--- config.mk ---
export PLATFORM = sky130hd
export DESIGN_NAME = layer_data_loader
export DESIGN_NICKNAME = d
export VERILOG_FILES = /design/src/rtl/layer_data_loader.sv
export SDC_FILE = /design/constraint.sdc
export NUM_CORES = 2
export LEC_CHECK = 0
export CAP_MARGIN = 0
export CORE_ASPECT_RATIO = 0.7
export CORE_UTILIZATION = 40
export CTS_BUF_LIST = sky130_fd_sc_hd__clkbuf_2
export CTS_CLUSTER_SIZE = 20
export DETAILED_ROUTE_END_ITERATION = 12
export GPL_TIMING_DRIVEN = 0
export HOLD_SLACK_MARGIN = 0.08
export PLACE_DENSITY = 0.59
export SETUP_SLACK_MARGIN = 0.3
export SLEW_MARGIN = 10
export SYNTH_ARGS = -nofsm -noshare
export SYNTH_HDL_FRONTEND = slang
export SYNTH_SLANG_ARGS = --single-unit
--- constraint.sdc ---
create_clock -name clk -period 71.7 [get_ports clk]
set_input_delay 7.17 -clock clk [delete_from_list [all_inputs] [get_ports clk]]
set_output_delay 7.17 -clock clk [all_outputs]
set_load 0.05 [all_outputs]
--- src/rtl/layer_data_loader.sv ---
// Host-side feeder for the float16 layer-parallel convolution engine: packs a serial
// word stream into weight and feature-map blocks, sequences init -> conv, and serves weight reloads.
module layer_data_loader #(
  parameter int DATA_WIDTH              = 16,
  parameter int PARA_X                  = 3,
  parameter int PARA_Y                  = 3,
  parameter int PARA_KERNEL             = 2,
  parameter int KERNEL_SIZE_MAX         = 5,
  parameter int FM_SIZE_WIDTH           = 10,
  parameter int KERNEL_SIZE_WIDTH       = 6,
  parameter int WRITE_ADDR_WIDTH        = 3,
  parameter int WEIGHT_WRITE_ADDR_WIDTH = 5
) (
  input  logic                                   clk,
  input  logic                                   rst,
  input  logic                                   cfg_start,
  input  logic [FM_SIZE_WIDTH-1:0]               cfg_fm_size,
  input  logic [KERNEL_SIZE_WIDTH-1:0]           cfg_kernel_size,
  input  logic [WRITE_ADDR_WIDTH:0]              cfg_fm_blocks,
  input  logic [WEIGHT_WRITE_ADDR_WIDTH:0]       cfg_weight_blocks,
  output logic                                   cfg_err,
  input  logic [DATA_WIDTH-1:0]                  s_data,
  input  logic                                   s_valid,
  output logic                                   s_ready,
  output logic [1:0]                             layer_type,
  output logic [FM_SIZE_WIDTH-1:0]               fm_size,
  output logic [KERNEL_SIZE_WIDTH-1:0]           kernel_size,
  output logic [PARA_X*PARA_Y*DATA_WIDTH-1:0]    init_fm_data,
  output logic [WRITE_ADDR_WIDTH-1:0]            write_fm_data_addr,
  output logic                                   init_fm_data_done,
  output logic [KERNEL_SIZE_MAX*KERNEL_SIZE_MAX*PARA_KERNEL*DATA_WIDTH-1:0] weight_data,
  output logic [WEIGHT_WRITE_ADDR_WIDTH*PARA_KERNEL-1:0] write_weight_data_addr,
  output logic                                   weight_data_done,
  input  logic                                   update_weight_ram,
  input  logic                                   update_weight_ram_addr,
  input  logic                                   init_fm_ram_ready,
  input  logic                                   init_weight_ram_ready,
  input  logic                                   layer_ready,
  output logic                                   busy,
  output logic                                   done
);

  localparam int KK_MAX  = KERNEL_SIZE_MAX * KERNEL_SIZE_MAX;
  localparam int W_WORDS = PARA_KERNEL * KK_MAX;
  localparam int F_WORDS = PARA_X * PARA_Y;
  localparam int KK_W    = (KK_MAX > 1) ? $clog2(KK_MAX) : 1;
  localparam int KERN_W  = (PARA_KERNEL > 1) ? $clog2(PARA_KERNEL) : 1;
  localparam int W_IDX_W = (W_WORDS > 1) ? $clog2(W_WORDS) : 1;
  localparam int F_IDX_W = (F_WORDS > 1) ? $clog2(F_WORDS) : 1;
  localparam int WA      = WEIGHT_WRITE_ADDR_WIDTH;
  localparam int FA      = WRITE_ADDR_WIDTH;

  typedef enum logic [2:0] {IDLE, LOAD_W, LOAD_FM, WAIT_RDY, RUN, RELOAD} state_t;

  state_t state, state_next;

  logic [FM_SIZE_WIDTH-1:0]     fm_size_q;
  logic [KERNEL_SIZE_WIDTH-1:0] k_q;
  logic [FA:0]                  nf_q, f_blk;
  logic [WA:0]                  nw_q, w_blk;
  logic [KK_W-1:0]              kk_last, in_idx;
  logic [KERN_W-1:0]            kern;
  logic [F_IDX_W-1:0]           f_word;
  logic                         phase_end;   // last block of a phase presented, flag rises next edge
  logic                         reload_addr;

  logic [W_WORDS-1:0][DATA_WIDTH-1:0] w_stage, w_merged;
  logic [F_WORDS-1:0][DATA_WIDTH-1:0] f_stage, f_merged;
  logic [W_IDX_W-1:0]                 w_slot;

  logic accept, w_phase, w_last, f_last, blk_final, last_blk, cfg_bad, rams_ready;

  assign busy       = (state != IDLE);
  assign s_ready    = (state == LOAD_W || state == LOAD_FM || state == RELOAD) && !phase_end;
  assign accept     = s_valid && s_ready;
  assign w_phase    = (state == LOAD_W || state == RELOAD);
  assign w_last     = (in_idx == kk_last) && (kern == KERN_W'(PARA_KERNEL - 1));
  assign f_last     = (f_word == F_IDX_W'(F_WORDS - 1));
  assign blk_final  = accept && (w_phase ? w_last : f_last);
  assign w_slot     = W_IDX_W'(kern * KK_MAX) + W_IDX_W'(in_idx);
  assign rams_ready = init_fm_ram_ready && init_weight_ram_ready;
  assign cfg_bad    = (cfg_kernel_size == '0) ||
                      (cfg_kernel_size > KERNEL_SIZE_WIDTH'(KERNEL_SIZE_MAX)) ||
                      (cfg_fm_blocks == '0) || (cfg_weight_blocks == '0);

  always_comb begin
    // NOTE: every combinational output gets a default first so no latch is inferred.
    last_blk = 1'b0;
    case (state)
      LOAD_W:  last_blk = ((w_blk + (WA+1)'(1)) == nw_q);
      LOAD_FM: last_blk = ((f_blk + (FA+1)'(1)) == nf_q);
      RELOAD:  last_blk = 1'b1;
      default: last_blk = 1'b0;
    endcase
  end

  // Staging contents including the word being accepted this cycle.
  always_comb begin
    w_merged = w_stage;
    f_merged = f_stage;
    if (accept && w_phase)  w_merged[w_slot] = s_data;
    if (accept && !w_phase) f_merged[f_word] = s_data;
  end

  always_comb begin
    state_next = state;
    case (state)
      IDLE:     if (cfg_start && !cfg_bad) state_next = LOAD_W;
      LOAD_W:   if (phase_end) state_next = LOAD_FM;
      LOAD_FM:  if (phase_end) state_next = WAIT_RDY;
      WAIT_RDY: if (rams_ready) state_next = RUN;
      RUN:      if (layer_ready) state_next = IDLE;
                else if (update_weight_ram) state_next = RELOAD;
      RELOAD:   if (phase_end) state_next = RUN;
      default:  state_next = IDLE;
    endcase
  end

  always_ff @(posedge clk or posedge rst) begin
    if (rst) state <= IDLE;
    else     state <= state_next;
  end

  // NOTE: staging and output buses are plain flops, reset so a partial block never leaks.
  always_ff @(posedge clk or posedge rst) begin
    if (rst) begin
      fm_size_q              <= '0;
      k_q                    <= '0;
      nf_q                   <= '0;
      nw_q                   <= '0;
      kk_last                <= '0;
      f_blk                  <= '0;
      w_blk                  <= '0;
      in_idx                 <= '0;
      kern                   <= '0;
      f_word                 <= '0;
      phase_end              <= 1'b0;
      reload_addr            <= 1'b0;
      w_stage                <= '0;
      f_stage                <= '0;
      cfg_err                <= 1'b0;
      done                   <= 1'b0;
      layer_type             <= '0;
      fm_size                <= '0;
      kernel_size            <= '0;
      init_fm_data           <= '0;
      write_fm_data_addr     <= '0;
      init_fm_data_done      <= 1'b0;
      weight_data            <= '0;
      write_weight_data_addr <= '0;
      weight_data_done       <= 1'b0;
    end else begin
      // NOTE: sequential state uses non-blocking assignments so every flop samples pre-edge values.
      cfg_err <= 1'b0;
      done    <= 1'b0;
      case (state)
        IDLE: if (cfg_start) begin
          fm_size_q <= cfg_fm_size;
          k_q       <= cfg_kernel_size;
          nf_q      <= cfg_fm_blocks;
          nw_q      <= cfg_weight_blocks;
          kk_last   <= KK_W'(cfg_kernel_size * cfg_kernel_size - 1);
          if (cfg_bad) begin
            cfg_err <= 1'b1;
          end else begin
            weight_data_done  <= 1'b0;
            init_fm_data_done <= 1'b0;
            f_blk     <= '0;
            w_blk     <= '0;
            in_idx    <= '0;
            kern      <= '0;
            f_word    <= '0;
            phase_end <= 1'b0;
            w_stage   <= '0;
            f_stage   <= '0;
          end
        end
        LOAD_W, LOAD_FM, RELOAD: begin
          if (phase_end) begin
            phase_end <= 1'b0;
            if (state == LOAD_FM) init_fm_data_done <= 1'b1;
            else                  weight_data_done  <= 1'b1;
          end else if (accept) begin
            if (w_phase) begin
              if (w_last) begin
                weight_data <= w_merged;
                w_stage     <= '0;
                in_idx      <= '0;
                kern        <= '0;
                w_blk       <= w_blk + (WA+1)'(1);
                if (state == RELOAD)
                  write_weight_data_addr <= {PARA_KERNEL{WA'(reload_addr)}};
                else
                  write_weight_data_addr <= {PARA_KERNEL{w_blk[WA-1:0]}};
              end else begin
                w_stage <= w_merged;
                if (in_idx == kk_last) begin
                  in_idx <= '0;
                  kern   <= kern + KERN_W'(1);
                end else begin
                  in_idx <= in_idx + KK_W'(1);
                end
              end
            end else begin
              if (f_last) begin
                init_fm_data       <= f_merged;
                write_fm_data_addr <= f_blk[FA-1:0];
                f_stage            <= '0;
                f_word             <= '0;
                f_blk              <= f_blk + (FA+1)'(1);
              end else begin
                f_stage <= f_merged;
                f_word  <= f_word + F_IDX_W'(1);
              end
            end
            if (blk_final && last_blk) phase_end <= 1'b1;
          end
        end
        WAIT_RDY: if (rams_ready) begin
          layer_type  <= 2'd1;
          fm_size     <= fm_size_q;
          kernel_size <= k_q;
        end
        RUN: begin
          if (layer_ready) begin
            done              <= 1'b1;
            layer_type        <= 2'd0;
            weight_data_done  <= 1'b0;
            init_fm_data_done <= 1'b0;
          end else if (update_weight_ram) begin
            reload_addr      <= update_weight_ram_addr;
            weight_data_done <= 1'b0;
            in_idx           <= '0;
            kern             <= '0;
            w_stage          <= '0;
          end
        end
        default: ;
      endcase
    end
  end

endmodule
==> out/results.txt <==
Max Fclk = 0.0819 GHz
violated checks = capacitance limit, slew limit
Port Buf Inserts = 1018
# setup viols final = 0
fin. max-slew vios = 10
Post-Route WL = 433000 um
global routing usage on met2 = 52.6%
Placed Instances = 11900
DP Wirelength = 311000 um
post-synth net total = 8166
# Post-CTS Setup Buffers = 0
Worst EP required = 64530 ps
Synth top area share = 57.5%
Total GRT Usage = 39.2%
most common cell after layout, fill and taps aside = dfrtp_1
initial antenna violation count = 39
Tmin final = 12200 ps
Clk Latency, worst-skew pair = 1840 ps
Root Buffer = clkbuf_2
CTS resizes = 0
unrepaired setup endpoints after global routing = false
DR iter-0 viols = 11100
Worst Max-Slew Pin Slew = 1510 ps
cell taking the most area after synthesis = dfrtp_1
CTS tree = built
Initial Util = 40.3%
Hold Path Class = reg -> reg
htree depth = 5
boundary pin count = 1032
status = finished with violations
final hold slack = 461 ps
CTS sink count = 1956
Area Overhead vs Synth = 21.8%
Core ar. = 211000 sq um
Worst Path Arrival = 5030 ps
first-pass GRT wire length = 598000 um
CTS buffer count = 481
normalized max-slew margin = -0.432%
non-filler cells, final = 12800
commonest non-fill, non-tap cells in the layout = 1956 x dfrtp_1, 1171 x nand2_1, 1018 x clkdlybuf4s50_1
internal power = 1.75 mW
Synth area leaders = dfrtp_1 57%, o211ai_1 5.7%, nand2_1 5.2%, mux2i_1 4.7%, o21ai_0 4.1%
DRT Pass-1 Iters = 7
CP endpoint kind = output pin
hold_buf cts = 0
GR Layer Usage met3 = 13.4%
Combinational Power Share = 37.1%
cell count after synthesis = 8102
post-synth cell types = 80
Final ANT Viol Nets = 0
post-route DRC violation count = 0
post-route setup TNS = 0 ps
die area = 215000 sq um
height of the die = 388 um
Hold Vio Cnt, Final = 0
Congestion Overflow GR = 0
sw frac = 47.2%
Seq cells post-synth = 1956
Max Cap Viol = 2
filler cell count = 19900
Most Crowded Layer GR = met1
Pwr per Cell Area = 32.0 nW/um^2
vias post-DR = 80800
Ys Warns = 0
met1 track utilization from global routing = 54.3%
wire length per cell = 33.9 um
CP startpoint kind = flop
EDFF count, synth = 0
Synth Area per Inst = 10.5 sq um
net switching power figure = 1.57 mW
VDD IR max = 0.0334 mV
row count = 141
crit share post-route = 17.0%
Placer Congestion = 0.994
register area share after synthesis = 57.5%
Clock Power Share = 23.0%
synthesized area = 85200 sq um
leak pwr = 43.3 nW
Nets = 9694
share of cells above drive strength 1 = 10.4%
Seq pwr share = 39.9%
Vias per Instance = 6.33
Crit Path Max Fanout = 10
largest net degree at the start of global routing = 125
Fin Clk Skew = 141 ps
top_reg_cell synth = dfrtp_1
Worst-path clk slew = 120 ps
Longest Clk Path Bufs = 4
Die W = 554 um
CP Class = reg -> out
vias in the first global route = 77300
FFs w/ async S/R, synth = 100%
layer usage:
| layer | wire length [um] | up-vias |
|---|---|---|
| met5 | 359 | - |
| met4 | 29500 | 26 |
| met3 | 52800 | 1132 |
| met2 | 172000 | 5537 |
| met1 | 178000 | 41100 |
| li1 | - | 33000 |
stage by stage:
step / utilization, % / total power, mW / worst slack (ps) / cell area [sq um]
after detailed placement: 47.1 / 2.52 / 59570 / 99600
after global placement: 46.8 / 2.51 / -12610 / 98800
after CTS: 49.0 / 3.27 / 59510 / 104000
after global routing: 49.1 / 3.40 / 59420 / 104000
after floorplan: - / 1.98 / 9290 / 85200
final: 49.1 / 3.32 / 59500 / 104000
critical path, stage by stage (launching register included):
cell             delay, ps
dfrtp_1                450
nor3b_2                790
nor2_1                 310
clkbuf_1               460
nor2_1                 370
clkdlybuf4s50_1        890
flip-flops by register name, indices dropped and copies added (netlist names), 5 cells and up:
signal,flops
k_q,6
weight_data,800
in_idx,5
init_fm_data,144
write_weight_data_addr,5
w_stage,800
f_stage,128
w_blk,6
fm_size,10
fm_size_q,10
nw_q,6
kernel_size,6
path summary, 6_finish.rpt:
check,slack [ps],cells past startpoint,from,endpoint
setup reg to reg,66240,10,kern$_DFFE_PP0P_,weight_data[770]$_DFFE_PP0P_
max in group asynchronous,62830,7,rst,weight_data[447]$_DFFE_PP0P_
min in group asynchronous,5930,2,rst,state[0]$_DFFE_PP0P_
hold / removal,460,2,f_stage[87]$_DFFE_PP0P_,init_fm_data[87]$_DFFE_PP0P_
setup / recovery,59500,5,state[0]$_DFFE_PP0P_,s_ready
hold reg to reg,460,2,f_stage[87]$_DFFE_PP0P_,init_fm_data[87]$_DFFE_PP0P_
logic make-up (layout without fill, tap and decap cells):
kind of cell	Yosys count	count (layout)	share of synthesized area [%]
AOI/OAI and AO/OA	2599	2599	21.4
and+or+nand+nor	2158	2158	11.3
DFF	1956	1956	57.5
buffers and inverters	934	2810	4.38
muxes	415	415	4.91
xor gates and xnor gates	26	26	0.332
adders and majority gates	13	13	0.200
other	1	12	0.00440
synthesized netlist by cell type, drive strengths merged (4+ instances only):
| cell type | n |
|---|---|
| inv | 44 |
| o22ai | 35 |
| nor3 | 14 |
| dfrtp | 1956 |
| mux2i | 397 |
| o2111ai | 161 |
| nor4 | 37 |
| a211o | 9 |
| a21o | 5 |
| a22o | 368 |
| buf | 159 |
| and2 | 4 |
| and3 | 6 |
| xnor2 | 20 |
| nand2b | 10 |
| o41ai | 4 |
| o2bb2ai | 273 |
| clkbuf | 729 |
| o211ai | 653 |
| nand2 | 1171 |
| xor2 | 5 |
| ha | 12 |
| nand4 | 36 |
| a21oi | 130 |
| a31oi | 163 |
| o21ai | 766 |
| or4 | 4 |
| mux2 | 18 |
| a22oi | 4 |
| nor2 | 199 |
| nand3 | 660 |
power groups by stage:
stage,Clock (mW),Sequential [mW],Combinational [mW]
final,0.762,1.32,1.23
after global routing,0.814,1.33,1.26
after global placement,0,1.34,1.17
after CTS,0.760,1.32,1.19
after floorplan,0,1.53,0.457
after detailed placement,0,1.34,1.19
cell type report:
| cell class | count | area, sq um | area share (%) |
|---|---|---|---|
| sequential | 1956 | 48900 | 47.2 |
| timing repair buffer | 1045 | 10800 | 10.4 |
| multi-input combinational | 5212 | 32500 | 31.3 |
| clock buffer | 687 | 3440 | 3.31 |
| antenna | 11 | 27.5 | 0.0265 |
| tap | 2788 | 3490 | 3.36 |
| inverter | 46 | 180 | 0.174 |
| buffer | 888 | 3680 | 3.55 |
| clock inverter | 144 | 642 | 0.619 |
Note: power is estimated with default switching activity, not from simulation.
